--- src/rtl/isa_ctrl_pkg.sv ---
// isa_ctrl_pkg: shared widths, vector address and sequencer state encoding for the decode-side control blocks.
package isa_ctrl_pkg;
    localparam int DEF_PC_WIDTH = 32;
    localparam int DEF_STK_WIDTH = 16;
    localparam int DEF_CCR_WIDTH = 3;
    localparam logic [31:0] DEF_VECTOR_ADDR = 32'h0000_0000;
    typedef enum logic [3:0] {
        S_IDLE,
        S_PUSH_HI,
        S_PUSH_LO,
        S_PUSH_CCR,
        S_VECTOR,
        S_POP_CCR,
        S_POP_LO,
        S_POP_HI,
        S_RESUME,
        S_FLUSH
    } state_t;
endpackage

--- src/rtl/flush_timer.sv ---
// flush_timer: loadable down-counter that reports done once the count reaches zero.
module flush_timer #(
    parameter int W = 3
) (
    input  logic         clk,
    input  logic         rst,
    input  logic         load,
    input  logic [W-1:0] load_val,
    input  logic         en,
    output logic         done
);
    logic [W-1:0] count;
    always_ff @(posedge clk or negedge rst) begin
        if (!rst) count <= '0;
        else if (load) count <= load_val;
        else if (en && count != '0) count <= count - 1'b1;
    end
    assign done = count == '0;
endmodule

--- src/rtl/irq_rti_sequencer.sv ---
// irq_rti_sequencer: interrupt entry / RTI exit sequencer over the 16-bit stack port.
// Define CCR_STACK_EN to also push/pop the condition codes; otherwise CCR bypasses the stack.
module irq_rti_sequencer
    import isa_ctrl_pkg::*;
#(
    parameter int                  PC_WIDTH     = DEF_PC_WIDTH,
    parameter int                  STK_WIDTH    = DEF_STK_WIDTH,
    parameter int                  CCR_WIDTH    = DEF_CCR_WIDTH,
    parameter logic [PC_WIDTH-1:0] VECTOR_ADDR  = DEF_VECTOR_ADDR,
    parameter int                  FLUSH_CYCLES = 2
) (
    input  logic                 clk,
    input  logic                 rst,
    input  logic                 irq,
    input  logic                 rti_req,
    input  logic                 boundary_ok,
    input  logic [PC_WIDTH-1:0]  pc_in,
    input  logic [CCR_WIDTH-1:0] ccr_in,
    input  logic                 mem_ready,
    input  logic [STK_WIDTH-1:0] pop_data,
    output logic                 push_en,
    output logic                 pop_en,
    output logic [STK_WIDTH-1:0] push_data,
    output logic                 pc_load,
    output logic [PC_WIDTH-1:0]  pc_out,
    output logic                 ccr_load,
    output logic [CCR_WIDTH-1:0] ccr_out,
    output logic                 stall_fetch,
    output logic                 flush,
    output logic                 ack,
    output logic                 busy
);
`ifdef CCR_STACK_EN
    localparam state_t S_RTI_FIRST = S_POP_CCR;
    localparam state_t S_AFTER_LO = S_PUSH_CCR;
`else
    localparam state_t S_RTI_FIRST = S_POP_LO;
    localparam state_t S_AFTER_LO = S_VECTOR;
`endif
    state_t               state, state_nx;
    logic                 pending;
    logic [PC_WIDTH-1:0]  pc_hold;
    logic [CCR_WIDTH-1:0] ccr_hold;
    logic                 flush_done;
    logic                 go_rti, go_irq;

    assign go_rti = rti_req && boundary_ok;
    assign go_irq = (irq || pending) && boundary_ok;

    always_comb begin
        state_nx = state;
        case (state)
            S_IDLE:     state_nx = go_rti ? S_RTI_FIRST : go_irq ? S_PUSH_HI : S_IDLE;
            S_PUSH_HI:  state_nx = mem_ready ? S_PUSH_LO : state;
            S_PUSH_LO:  state_nx = mem_ready ? S_AFTER_LO : state;
            S_PUSH_CCR: state_nx = mem_ready ? S_VECTOR : state;
            S_VECTOR:   state_nx = S_FLUSH;
            S_POP_CCR:  state_nx = mem_ready ? S_POP_LO : state;
            S_POP_LO:   state_nx = mem_ready ? S_POP_HI : state;
            S_POP_HI:   state_nx = mem_ready ? S_RESUME : state;
            S_RESUME:   state_nx = S_FLUSH;
            S_FLUSH:    state_nx = flush_done ? S_IDLE : state;
            default:    state_nx = S_IDLE;
        endcase
    end

    // pending clears on the ack cycle; a request seen in that same cycle merges into the one being acked
    always_ff @(posedge clk or negedge rst) begin
        if (!rst) begin
            state    <= S_IDLE;
            pending  <= 1'b0;
            pc_hold  <= '0;
            ccr_hold <= '0;
        end else begin
            state   <= state_nx;
            pending <= (state == S_VECTOR) ? 1'b0 : (pending || irq);
            if (state == S_IDLE && !go_rti && go_irq) begin
                pc_hold  <= pc_in;
                ccr_hold <= ccr_in;
            end
            if (mem_ready && state == S_POP_CCR) ccr_hold <= pop_data[CCR_WIDTH-1:0];
            if (mem_ready && state == S_POP_LO) pc_hold[STK_WIDTH-1:0] <= pop_data;
            if (mem_ready && state == S_POP_HI) pc_hold[PC_WIDTH-1-:STK_WIDTH] <= pop_data;
        end
    end

    flush_timer #(.W(3)) u_flush_timer (
        .clk      (clk),
        .rst      (rst),
        .load     (state_nx == S_FLUSH && state != S_FLUSH),
        .load_val (3'(FLUSH_CYCLES - 1)),
        .en       (state == S_FLUSH),
        .done     (flush_done)
    );

    always_comb begin
        push_en     = state inside {S_PUSH_HI, S_PUSH_LO, S_PUSH_CCR};
        pop_en      = state inside {S_POP_CCR, S_POP_LO, S_POP_HI};
        push_data   = (state == S_PUSH_HI)  ? pc_hold[PC_WIDTH-1-:STK_WIDTH] :
                      (state == S_PUSH_LO)  ? pc_hold[STK_WIDTH-1:0] :
                      (state == S_PUSH_CCR) ? STK_WIDTH'(ccr_hold) : '0;
        pc_load     = state inside {S_VECTOR, S_RESUME};
        pc_out      = (state == S_VECTOR) ? VECTOR_ADDR : (state == S_RESUME) ? pc_hold : '0;
        ack         = state == S_VECTOR;
        flush       = state == S_FLUSH;
        busy        = state != S_IDLE;
        stall_fetch = busy;
`ifdef CCR_STACK_EN
        ccr_load    = state == S_RESUME;
        ccr_out     = (state == S_RESUME) ? ccr_hold : '0;
`else
        ccr_load    = 1'b0;
        ccr_out     = ccr_in;
`endif
    end
endmodule
--- config.mk ---
export PLATFORM = sky130hd
export DESIGN_NAME = irq_rti_sequencer
export DESIGN_NICKNAME = d
export VERILOG_FILES = /design/src/rtl/isa_ctrl_pkg.sv /design/src/rtl/flush_timer.sv /design/src/rtl/irq_rti_sequencer.sv
export SDC_FILE = /design/constraint.sdc
export NUM_CORES = 1
export LEC_CHECK = 0
export ABC_AREA = 0
export CAP_MARGIN = 25
export CORE_MARGIN = 4
export CORE_UTILIZATION = 45
export DETAILED_ROUTE_END_ITERATION = 12
export PLACE_DENSITY = 0.9
export SLEW_MARGIN = 30
export SYNTH_ARGS = -nofsm -noshare
export SYNTH_HDL_FRONTEND = slang
export SYNTH_HIERARCHICAL = 1
export SYNTH_SLANG_ARGS = --single-unit
--- constraint.sdc ---
create_clock -name clk -period 2.3 [get_ports clk]
set_clock_uncertainty 0.2 [all_clocks]
set_input_delay 0.23 -clock clk [delete_from_list [all_inputs] [get_ports clk]]
set_output_delay 0.23 -clock clk [all_outputs]
set_load 0.03 [all_outputs]
# --- Word-level counts from Yosys, hierarchy flattened ---
# Cells that the tools add are included.
# W data, S select, Z words.
word_totals:
  ff_bits: 43
  latch_bits: 0
  mem_bits_rw: 0
  mem_bits_ro: 0
  inputBits: 57
  output_inout_bits: 59
  elab_cells: 64
  mem_count: 0
classes:
  addsub: 1
  n_mul: 0
  div_mod_pow: 0
  magnitude_cmp: 0
  eq_ne: 11
  n_shift: 0
  muxes: 22
  bitwise: 0
  n_reduce_logical: 24
op_table:
  columns: ["operator", "count"]
  rows:
  - ["$mux W32", 3]
  - ["$mux W16", 4]
  - ["$pmux W4 S8", 1]
  - ["$mux W4", 6]
  - ["$mux W3", 6]
  - ["$eq A4 B3 Y1 const B", 4]
  - ["$eq A4 B4 Y1 const B", 3]
  - ["$reduce_bool A2 Y1", 5]
  - ["$logic_and A1 B1 Y1", 9]
  - ["$reduce_bool A3 Y1", 3]
  - ["$eq A4 B2 Y1 const B", 2]
  - ["$eq A4 B1 Y1 const B", 1]
  - ["$logic_not A4 Y1", 1]
  - ["$ne A4 B4 Y1 const B", 1]
  - ["$reduce_bool A4 Y1", 1]
  - ["$reduce_or A2 Y1", 2]
  - ["$logic_not A3 Y1", 1]
  - ["$sub A3 B1 Y3 const B", 1]
  - ["$mux W1", 2]
  - ["$logic_not A1 Y1", 1]
  - ["$logic_or A1 B1 Y1", 1]

# --- Depth between registers and ports, before layout ---
# Gate-level depths: netlist of run 1.
depth:
  depth_word: 8
  mapped_depth: 7

# --- By module ---
# The synthesis of run 1 kept the hierarchy.
by_module_without_submodules:
  columns: ["mod", "n_inst", "cells_each", "area_per_inst_um2"]
  rows:
  - ["irq_rti_sequencer", 1, 330, 2964.1]
  - ["flush_timer", 1, 19, 190.2]

# --- Least setup slack after synthesis of run 1 ---
# Ideal clock, no wire load.
synth_timing:
  path_kind: "flip-flop to flip-flop"
  start: "reg state[0]"
  end: "reg u_flush_timer.count[0]"
  t_arrival_ns: 1.999
  path_slack_ns: -0.032
  path_stages_with_launch: 7
  period_less_slack_ns: 2.332
  path_cell_list: "dfrtp_1 buf_6 clkbuf_1 nor3_1 or2_2 or4b_1 o211ai_1"
synth_via:
  elab_chain_len: 6
synth_rtl:
  columns: ["element", "line_no", "source"]
  rows:
  - ["start: declaration", "irq_rti_sequencer.sv:40", "state_t state, state_nx;"]
  - ["start signal: assignment", "irq_rti_sequencer.sv:75", "state <= state_nx;"]
  - ["$eq A4 B3 Y1 *", null, null]
  - ["named net ack", "irq_rti_sequencer.sv:30", "output logic ack,"]
  - ["$reduce_or A2 Y1 (no line) *", null, null]
  - ["$pmux W4 S8 *", "irq_rti_sequencer.sv:52", "case (state)"]
  - ["$eq A4 B4 Y1 *", "irq_rti_sequencer.sv:90", ".load (state_nx == S_FLUSH && state != S_FLUSH),"]
  - ["$logic_and A1 B1 Y1 *", "irq_rti_sequencer.sv:90", null]
  - ["$mux W3 or $reduce_bool A2 Y1 (tied branches)", null, null]
  - ["end signal: assignment", "flush_timer.sv:15", "else if (load) count <= load_val;"]
  - ["end signal: assignment", "flush_timer.sv:16", "else if (en && count != '0) count <= count - 1'b1;"]
  - ["end: declaration", "flush_timer.sv:12", "logic [W-1:0] count;"]
# The timed path passes the listed nets; every way through them passes the cells marked *.
# A chain may end at the register's enable or synchronous reset.

# --- Worst setup path after layout of run 1 ---
layout_timing:
  start: "reg state[0]"
  end: "out pc_out[4]"
layout_via:
  elab_chain_len: 3
layout_rtl:
  columns: ["element", "line_no", "source"]
  rows:
  - ["$eq A4 B4 Y1", "irq_rti_sequencer.sv:103", "pc_out = (state == S_VECTOR) ? VECTOR_ADDR : (state == S_RESUME) ? pc_hold : '0;"]
  - ["$mux W32", "irq_rti_sequencer.sv:103", null]
  - ["$mux W32 *", "irq_rti_sequencer.sv:103", null]
  - ["end: declaration", "irq_rti_sequencer.sv:25", "output logic [PC_WIDTH-1:0] pc_out,"]
# Mark *: on every way between the ends. The rest lies on a longest branch, timed or not.

==> results of run 1 <==
[layer usage]
metal	wire, um	track usage (%)
met3	1123	5.414
met5	0	0
met1	4258	31.92
met4	392	9.282
met2	5499	42.91
[state kept, by name, summed over array words and instances (netlist names)]
name and flops:
pc_hold 32, state 4, ccr_hold 3, u_flush_timer/count 3, pending 1
[through the flow]
stage          area, um^2  util (%)  power [mW]  setup WS, ns
3_5_place_dp         4182     61.55       4.634       0.07714
2_1_floorplan        3167         -       3.685        0.1408
3_3_place_gp         4182     61.55       4.520        0.1419
4_1_cts              4332     63.76       5.352       0.01956
5_1_grt              4395     64.70       5.749      -0.03746
6_report             4395     64.70       5.467       0.03870
[power groups by stage]
| stage | combinational (mW) | clock [mW] | sequential (mW) |
|---|---|---|---|
| after global placement | 3.03 | 0 | 1.50 |
| after global routing | 3.45 | 0.734 | 1.56 |
| final | 3.25 | 0.699 | 1.52 |
| after detailed placement | 3.13 | 0 | 1.50 |
| after CTS | 3.14 | 0.703 | 1.51 |
| after floorplan | 2.35 | 0 | 1.34 |
[logic make-up (layout without fill, tap and decap cells)]
family | Yosys count | in the layout
other | 2 | 4
buffers and inverters | 55 | 152
multiplexers | 3 | 3
AND/OR/NAND/NOR | 143 | 143
XOR/XNOR | 1 | 1
AO/OA/AOI/OAI | 100 | 100
flip-flops | 43 | 43
adder cells (fa/ha/maj) | 2 | 2
[cell usage in the layout (no fill, tap or decap), types with 13 or more instances in the layout]
| master | n |
|---|---|
| buf_4 | 66 |
| clkdlybuf4s50_1 | 60 |
| and2_1 | 32 |
| dfrtp_1 | 41 |
| o31ai_2 | 17 |
| nor3_1 | 35 |
| nand4_1 | 36 |
| a22o_1 | 13 |
| o31ai_1 | 18 |
| a31oi_1 | 35 |
[final cells by class]
class                      instances  share of cell area, %
multi-input combinational        253                  40.39
timing repair buffer             138                  28.81
sequential                        43                  24.54
tap                               96                  2.733
clock buffer                       6                  1.651
clock inverter                     2                  1.366
inverter                           6                 0.5124
[worst register-to-register path, delay by kind of cell, from the launching register on]
| kind | cells | cell delay, ns |
|---|---|---|
| AO/OA/AOI/OAI | 1 | 0.10 |
| buffers and inverters | 1 | 0.20 |
| flip-flops | 1 | 0.45 |
| AND/OR/NAND/NOR | 3 | 0.99 |
[worst paths after layout]
kind	from	to	slack, ns
setup / recovery	state[0]$_DFF_PN0_	pc_out[4]	0.04
hold / removal	rst	pc_hold[1]$_DFFE_PN0P_	0.25
setup reg to reg	state[0]$_DFF_PN0_	u_flush_timer/count[2]$_DFFE_PN0P_	0.25
hold reg to reg	ccr_hold[1]$_DFFE_PN0P_	ccr_hold[1]$_DFFE_PN0P_	0.38
max in group asynchronous	rst	state[1]$_DFF_PN0_	1.13
min in group clk	pc_in[21]	pc_hold[21]$_DFFE_PN0P_	0.32
[what timing repair did]
| item | in CTS | in global routing |
|---|---|---|
| hold buffers | 1 | 0 |
| cloned | 0 | 1 |
| pin swaps | 0 | 0 |
| buffers inserted | 0 | 1 |
| resized for setup | 5 | 8 |
| hold endpoints to repair | 20 | 0 |
| endpoints found under the setup margin | 9 | 19 |
==> impl_metrics.csv, run 1 <==
group,metric,value,unit
power,swShare,47.05,%
logic_synthesis,synth_xor_area_share,0.2777,%
floorplanning,ios,116,
clock_tree,cts_made_buffers,5,
power,ir_worst_vdd,817.5,uV
detailed_routing,via_per_inst,6.443,
clock_tree,cts_tree,"yes",
clock_tree,htree_levels,2,
logic_synthesis,yosys.area.top_type,"dfrtp_1",
detailed_routing,routed_wl,11.27,mm
power,p_sw,2.572,mW
critical_path,cp.arrival,1.83,ns
logic_synthesis,synth-seq-cells,43,
final_layout,drive_above_1_share,26.12,%
timing,fin_crit_sh,98.32,%
job,cap_violations,0,
logic_synthesis,synthMuxAreaShare,1.071,%
critical_path,crit_type,"flop to output port",
logic_synthesis,synth_ff_type,"dfrtp_1",
critical_path,end_kind,"output port",
detailed_routing,drc,0,
placed_design,dp_hpwl,7.642,mm
timing,max_freq,442.2,MHz
global_route,grt_max_degree,38,
detailed_routing,drtIter0Drc,307,
timing,finalHoldViolations,0,
final_layout,antennaDiodeCount,0,
logic_synthesis,netlist.area_leader.share,34.11,%
logic_synthesis,yosysSeqAreaShare,34.11,%
floorplanning,dieArea,0.008413,mm^2
logic_synthesis,synth_compound_area_share,25.86,%
critical_path,required,1.87,ns
critical_path,max_stage_delay,0.47,ns
logic_synthesis,synth_common_cells,"dfrtp_1 (43), nand4_1 (36), nor3_1 (36)",
final_layout,multi_input_area,0.001775,mm^2
critical_path,cp_slowest_cell,"dfrtp_2",
floorplanning,die_x,91.72,um
power,p_int,2.895,mW
logic_synthesis,yosysWarningCount,6,
floorplanning,coreArea,0.006794,mm^2
power,comb_power_share,59.4,%
logic_synthesis,synth_top_family_by_area,"simple AND/OR/NAND/NOR gates",
final_layout,nFillCells,535,
power,power_density,1244,mW/mm^2
logic_synthesis,yosys-top-cells-area,"dfrtp_1 (34%), nand4_1 (7.1%), a31oi_1 (6.9%)",
status,status,"completed",
power,p_leak,1.754,nW
timing,timing.hold.ws,0.2475,ns
global_route,grt_pass1_vias,3396,
critical_path,critPathLaunchType,"flop",
clock_tree,clock-sinks,43,
logic_synthesis,syn_area,0.003154,mm^2
logic_synthesis,synth_edf_count,0,
logic_synthesis,synthMostInstantiatedCell,"dfrtp_1",
clock_tree,clk_pin_slew,0.08,ns
final_layout,final-seq-area,0.001079,mm^2
detailed_routing,wl_per_cell,20.72,um
timing,post-route-min-period,2.261,ns
placed_design,placed_cells,532,
clock_tree,cts_root_buf,"clkbuf_8",
critical_path,r2r_cells,5,
final_layout,area_delta_synth_final,39.35,%
global_route,grt_usage,25.41,%
timing,tns,0,ns
clock_tree,cts_buffer_depth,2,
detailed_routing,detail-route-antenna-nets,0,
global_route,antenna_found_initial,0,
timing,relSlewSlack,54.68,%
floorplanning,start_util,46.43,%
critical_path,path_buf_inv,3,
logic_synthesis,yosys.area_share.simple,27.05,%
final_layout,layoutNonFillerInstCount,544,
timing,setup_viol,0,
critical_path,critPathTopFamily,"buffers and inverters",
critical_path,path_depth,5,
logic_synthesis,synth.avg_cell_area,9.038,um^2
placed_design,port_buffers,114,
timing,final_max_slew_viol_count,0,
logic_synthesis,async_flop_share,100.0,%
global_route,overflow,0,
floorplanning,rows,30,
placed_design,gp_congestion,0.9180,
critical_path,cp_cell_sequence,"buf_4 -> nor3_4 -> buf_6 -> and2_1 -> buf_12",
logic_synthesis,synth_cells,349,
logic_synthesis,yosysUniqueCellTypes,43,
logic_synthesis,synth_fa_ha_area_share,0.7933,%
timing,rsz0062_at_grt,"yes",
worst_hold_path,hp-class,"primary input to asynchronous set/reset pin",
global_route,grt_pass1_wl,17.44,mm
detailed_routing,vias,3505,
timing,tightest_slew,0.6798,ns
clock_tree,clk_latency,0.29,ns
floorplanning,die_h,91.72,um
final_layout,nNetsFinal,506,
detailed_routing,drt_pass1_iterations,5,
power,clkPwrFrac,12.8,%
critical_path,crit_fanout,17,
power,seqPwrFrac,27.8,%
Note: power is estimated with default switching activity, not from simulation.
==> run 2: changes to the inputs <==
--- a/config.mk
+++ b/config.mk
@@ -6,7 +6,6 @@
 export NUM_CORES = 1
 export LEC_CHECK = 0
 export ABC_AREA = 0
-export CAP_MARGIN = 25
 export CORE_MARGIN = 4
 export CORE_UTILIZATION = 45
 export DETAILED_ROUTE_END_ITERATION = 12
==> results of run 2 <==
No change in the layout: final DEF, timing and power equal those of run 1.
